===== src/rtl/uart_pkg.sv =====
// Shared UART definitions: transmitter state encoding and parity mode constants.
// Also intended for use by the receiver.
package uart_pkg;

    typedef enum logic [2:0] {
        ST_IDLE,
        ST_START,
        ST_DATA,
        ST_PARITY,
        ST_STOP
    } uart_tx_state_t;

    localparam int unsigned PARITY_NONE = 0;
    localparam int unsigned PARITY_EVEN = 1;
    localparam int unsigned PARITY_ODD  = 2;

endpackage


===== src/rtl/uart_tx_baud_tick.sv =====
// Bit-period timer: counts 0..CLKS_PER_BIT-1 and flags the last cycle of each bit.
module baud_tick #(
    parameter int unsigned CLKS_PER_BIT = 104
) (
    input  logic clk,
    input  logic rst,
    input  logic clear,
    output logic tick
);

    localparam int unsigned CW = (CLKS_PER_BIT > 1) ? $clog2(CLKS_PER_BIT) : 1;
    localparam logic [CW-1:0] LAST = CW'(CLKS_PER_BIT - 1);

    logic [CW-1:0] count;

    always_ff @(posedge clk) begin
        if (rst || clear) begin
            count <= '0;
        end else if (count == LAST) begin
            count <= '0;
        end else begin
            count <= count + CW'(1);
        end
    end

    assign tick = (count == LAST);

endmodule


===== src/rtl/uart_tx.sv =====
// UART transmitter: start bit, 8 data bits LSB first, optional parity, one stop bit.
// tx and busy are registered outputs.
module uart_tx
    import uart_pkg::*;
#(
    parameter int unsigned CLKS_PER_BIT = 104,
    parameter int unsigned PARITY       = 0
) (
    input  logic       clk,
    input  logic       rst,
    input  logic       send,
    input  logic [7:0] data,
    output logic       tx,
    output logic       busy
);

    if (CLKS_PER_BIT < 2 || PARITY > PARITY_ODD) begin : g_param_check
        $error("uart_tx: CLKS_PER_BIT must be >= 2 and PARITY must be 0..2");
    end

    uart_tx_state_t state, state_n;
    logic [7:0]     shift_reg, shift_n;
    logic [2:0]     bit_cnt, bit_n;
    logic           par_bit, par_n;
    logic           tx_n, busy_n;
    logic           accept;
    logic           tick;

    baud_tick #(.CLKS_PER_BIT(CLKS_PER_BIT)) u_baud_tick (
        .clk   (clk),
        .rst   (rst),
        .clear (accept),
        .tick  (tick)
    );

    always_ff @(posedge clk) begin
        if (rst) begin
            state     <= ST_IDLE;
            tx        <= 1'b1;
            busy      <= 1'b0;
            shift_reg <= '0;
            bit_cnt   <= '0;
            par_bit   <= 1'b0;
        end else begin
            state     <= state_n;
            tx        <= tx_n;
            busy      <= busy_n;
            shift_reg <= shift_n;
            bit_cnt   <= bit_n;
            par_bit   <= par_n;
        end
    end

    // Next-state values are what tx shows for the upcoming bit, so tx stays a pure flop.
    always_comb begin
        state_n = state;
        tx_n    = tx;
        busy_n  = busy;
        shift_n = shift_reg;
        bit_n   = bit_cnt;
        par_n   = par_bit;
        accept  = 1'b0;
        case (state)
            ST_IDLE: begin
                if (send && !busy) begin
                    accept  = 1'b1;
                    shift_n = data;
                    par_n   = (PARITY == PARITY_ODD) ? ~(^data) : ^data;
                    state_n = ST_START;
                    tx_n    = 1'b0;
                    busy_n  = 1'b1;
                    bit_n   = '0;
                end
            end
            ST_START: begin
                if (tick) begin
                    state_n = ST_DATA;
                    tx_n    = shift_reg[0];
                end
            end
            ST_DATA: begin
                if (tick) begin
                    shift_n = {1'b0, shift_reg[7:1]};
                    bit_n   = bit_cnt + 3'd1;
                    if (bit_cnt == 3'd7) begin
                        if (PARITY != PARITY_NONE) begin
                            state_n = ST_PARITY;
                            tx_n    = par_bit;
                        end else begin
                            state_n = ST_STOP;
                            tx_n    = 1'b1;
                        end
                    end else begin
                        tx_n = shift_reg[1];
                    end
                end
            end
            ST_PARITY: begin
                if (tick) begin
                    state_n = ST_STOP;
                    tx_n    = 1'b1;
                end
            end
            ST_STOP: begin
                if (tick) begin
                    state_n = ST_IDLE;
                    tx_n    = 1'b1;
                    busy_n  = 1'b0;
                end
            end
            default: begin
                state_n = ST_IDLE;
                tx_n    = 1'b1;
                busy_n  = 1'b0;
            end
        endcase
    end

endmodule


===== config.mk =====
export PLATFORM = sky130hd
export DESIGN_NAME = uart_tx
export DESIGN_NICKNAME = d
export VERILOG_FILES = /design/src/rtl/uart_pkg.sv /design/src/rtl/uart_tx_baud_tick.sv /design/src/rtl/uart_tx.sv
export SDC_FILE = /design/constraint.sdc
export NUM_CORES = 1
export LEC_CHECK = 0
export CAP_MARGIN = 15
export CORE_MARGIN = 2
export CORE_UTILIZATION = 50
export CTS_BUF_LIST = sky130_fd_sc_hd__clkbuf_4
export CTS_CLUSTER_DIAMETER = 60
export DETAILED_ROUTE_END_ITERATION = 10
export GPL_TIMING_DRIVEN = 0
export PLACE_DENSITY = 0.73
export SLEW_MARGIN = 20
export SYNTH_ARGS = -nofsm -noshare
export SYNTH_HDL_FRONTEND = slang
export SYNTH_SLANG_ARGS = --single-unit
export TNS_END_PERCENT = 100

===== constraint.sdc =====
create_clock -name clk -period 2.1 [get_ports clk]
set_input_delay 0.63 -clock clk [delete_from_list [all_inputs] [get_ports clk]]
set_output_delay 0.63 -clock clk [all_outputs]
set_load 0.02 [all_outputs]

==> flow_metrics.env <==
export IMPL_global_route_overflow_total=0
export IMPL_drt_drc_violations_left=0
export IMPL_rel_slew_slack=0.678
export IMPL_max_freq_mhz=519
export IMPL_synth_xor_xnor_area_share=0.0388
export IMPL_muxShareOfSynthArea=0.0710
export IMPL_placed_cells=160
export IMPL_static_leakage_power_nw=0.450
export IMPL_worst_skew_pair_late_latency_ns=0.30
export IMPL_wire_length_on_met2_um=1070
export IMPL_clock_sink_count=23
export IMPL_rows=17
export IMPL_cts_buffers=3
export IMPL_finalClockSkew_ns=0.00209
export IMPL_critical_path_slowest_cell="clkdlybuf4s50_1"
export IMPL_setup_viol_count_final=0
export IMPL_synth_compound_gate_area_share=0.163
export IMPL_status="finished, final reports clean"
export IMPL_postCtsSetupRepairBufs=0
export IMPL_boundaryPins=13
export IMPL_initial_core_util=0.520
export IMPL_place_detailed_hpwl_um=1520
export IMPL_reg2reg_setup_slack_ns=0.46
export IMPL_fin_crit_sh=0.917
export IMPL_io_buffer_count=11
export IMPL_p_total_mw=0.798
export IMPL_area_growth_synth_to_final_pct=15.5
export IMPL_cts_repair_resize_count=0
export IMPL_track_usage=0.183
export IMPL_grt_start_max_net_pins=13
export IMPL_synth_top_area_frac=0.408
export IMPL_synth_ff_latch_count=23
export IMPL_route_top_layer_used="met4"
export IMPL_pre_cts_slack_ns=0.0645
export IMPL_final_layout_size_suffix_gt1_frac=0.110
export IMPL_first_global_vias=802
export IMPL_ir_worst_vdd_mv=0.418
export IMPL_core_area_um2=2170
export IMPL_power_density_nw_per_um2=612
export IMPL_cp_depth=1
export IMPL_timing_worst_slew_pin_value_ns=0.482
export IMPL_yosys_top_cells_area="dfxtp_1, mux2i_1, o31ai_1"
export IMPL_holdCritPathClass="flop to flop"
export IMPL_cp_cell_sequence="clkdlybuf4s50_1"
export IMPL_gp_congestion=0.685
export IMPL_grt_first_pass_wirelength_um=3650
export IMPL_setup_worst_path_end_class="primary output"
export IMPL_r2r_end="state[2]"
export IMPL_die_width_um=51.5
export IMPL_average_instance_area_after_synthesis_um2=9.33
export IMPL_antenna_found_initial=0
export IMPL_timing_setup_critical_path_class="flop to primary output"
export IMPL_final_cells=164
export IMPL_critPathCapture="busy"
export IMPL_critPathMaxStageDelay_ns=0.62
export IMPL_synth_cell_area_um2=1130
export IMPL_wirelength_met1_um=990
export IMPL_synth_top_cell_by_area="dfxtp_1"
export IMPL_diodes=0
export IMPL_cts_reportedPaths_clkPinSlew_ns=0.11
export IMPL_cts_hold_fix_buffers=0
export IMPL_detailroute_wirelength_met3_um=48
export IMPL_post_synth_fa_ha_maj_area_fraction=0.0333
export IMPL_cap_violations=0
export IMPL_cts_tree="built"
export IMPL_synth_top_family_by_area="simple AND/OR/NAND/NOR gates"
export IMPL_cts_root_buf="clkbuf_4"
export IMPL_worst_endpoint_data_arrival_time_ns=1.30
export IMPL_syn_num_nets=135
export IMPL_cp_buffers_inverters=1
export IMPL_crit_path_max_fanout=4
export IMPL_rsz0062_at_grt="false"
export IMPL_average_wire_per_cell_in_the_routed_design_um=13.0
export IMPL_postRouteAntennaNets=0
export IMPL_ff2ff_path_depth=5
export IMPL_setup_worst_path_start_class="flop"
export IMPL_synth_simple_area_share=0.247
export IMPL_largest_register_ffs=8
export IMPL_yosys_warnings=0
export IMPL_timing_critical_path_from="busy"
export IMPL_detail_route_iter0_violations=26
export IMPL_final_nets=151
export IMPL_post_synth_inst_count=121
export IMPL_seq_area_frac_synth=0.408
export IMPL_drt_vias_per_instance=5.65
export IMPL_first_pass_iters=4
export IMPL_die_y_um=51.5
export IMPL_final_min_clock_period_ns=1.93
export IMPL_num_vias=927
export IMPL_ys_types=36
export IMPL_slew_viol_final=0
export IMPL_hold_violations=0
export IMPL_fp_dieArea_um2=2650
export IMPL_finalWirelength_um=2140
export IMPL_max_clock_path_buffers=2
export IMPL_cp_data_required_time_ns=1.47
export IMPL_final_setup_tns_ns=0
export IMPL_post_route_worst_setup_slack_ns=0.174
export IMPL_timing_critical_path_max_delay_family="buffers and inverters"
export IMPL_h_tree_depth=1
export IMPL_timing_rr_start="u_baud_tick.count[0]"
layer usage:
| metal | global-route usage | vias to the layer above |
|---|---|---|
| met4 | 0.0789 | 0 |
| met3 | 0.0259 | 4 |
| li1 | - | 477 |
| met2 | 0.297 | 11 |
| met5 | 0 | - |
| met1 | 0.242 | 435 |
how the worst min path moves through the flow:
stage	from	to	slack, ns	cells after the start
global placement	u_baud_tick.count[0]	u_baud_tick.count[0]	0.43	1
global route	u_baud_tick.count[0]	u_baud_tick.count[0]	0.49	1
detailed placement	u_baud_tick.count[0]	u_baud_tick.count[0]	0.44	1
finish	u_baud_tick.count[0]	u_baud_tick.count[0]	0.46	1
CTS	u_baud_tick.count[0]	u_baud_tick.count[0]	0.46	1
floorplan	u_baud_tick.count[0]	u_baud_tick.count[0]	0.42	1
logic make-up (layout without fill, tap and decap cells):
family,after synthesis,in the layout
flops,23,23
compound gates,27,27
mux,8,8
simple gates,46,46
xor+xnor,5,5
fa+ha+maj,3,3
buf+inv,9,24
where the power goes:
group          switching, mW  leakage, nW  total (mW)  internal, mW
Clock                  0.122       0.0184       0.209        0.0870
Sequential            0.0122        0.188       0.471         0.459
Combinational         0.0624        0.244       0.119        0.0562
cells in the mapped netlist (all sizes together):
cell type  number
buf             4
nand2           2
mux2i           8
xnor2           3
and2            1
nand4           7
a21oi           7
o211ai          2
clkinv          1
xor2            2
and3            1
nand3           9
nor3b           3
dfxtp          23
and2b           1
a211oi          2
a31o            2
ha              3
inv             2
nand2b          1
a21boi          1
or2             1
nor4b           1
nand3b          1
o21ai           6
clkbuf          2
or4             1
nor3            4
nor2b           4
nor2            9
o31ai           7
cell usage in the layout, fill, tap and decap left out, types with 3 or more instances in the layout:
cell type        synthesis  final
xnor2_1                  3      3
o31ai_1                  7      7
mux2i_1                  8      8
nand3_1                  8      8
ha_1                     3      3
nor3_1                   4      4
a21oi_1                  6      6
dfxtp_1                 23     23
nand4_1                  7      7
nor2b_1                  4      4
nor2_1                   9      9
clkdlybuf4s50_1          0     11
o21ai_0                  6      6
clkbuf_4                 0      4
metrics by stage:
stage | hold slack, ns | area (um2) | util
global route | 0.495 | 1300 | 0.601
finish | 0.460 | 1300 | 0.601
CTS | 0.463 | 1300 | 0.601
detailed placement | 0.437 | 1270 | 0.587
global placement | 0.430 | 1270 | 0.587
floorplan | 0.418 | 1130 | -
layout make-up:
type | count | area (um2)
Inverter | 3 | 11.3
Clock buffer | 4 | 30.0
Fill cell | 200 | 866
Buffer | 6 | 32.5
Sequential cell | 23 | 460
Multi-Input combinational cell | 89 | 624
Tap cell | 28 | 35.0
Timing Repair Buffer | 11 | 110
No activity file was read; power rests on OpenSTA's default activity.
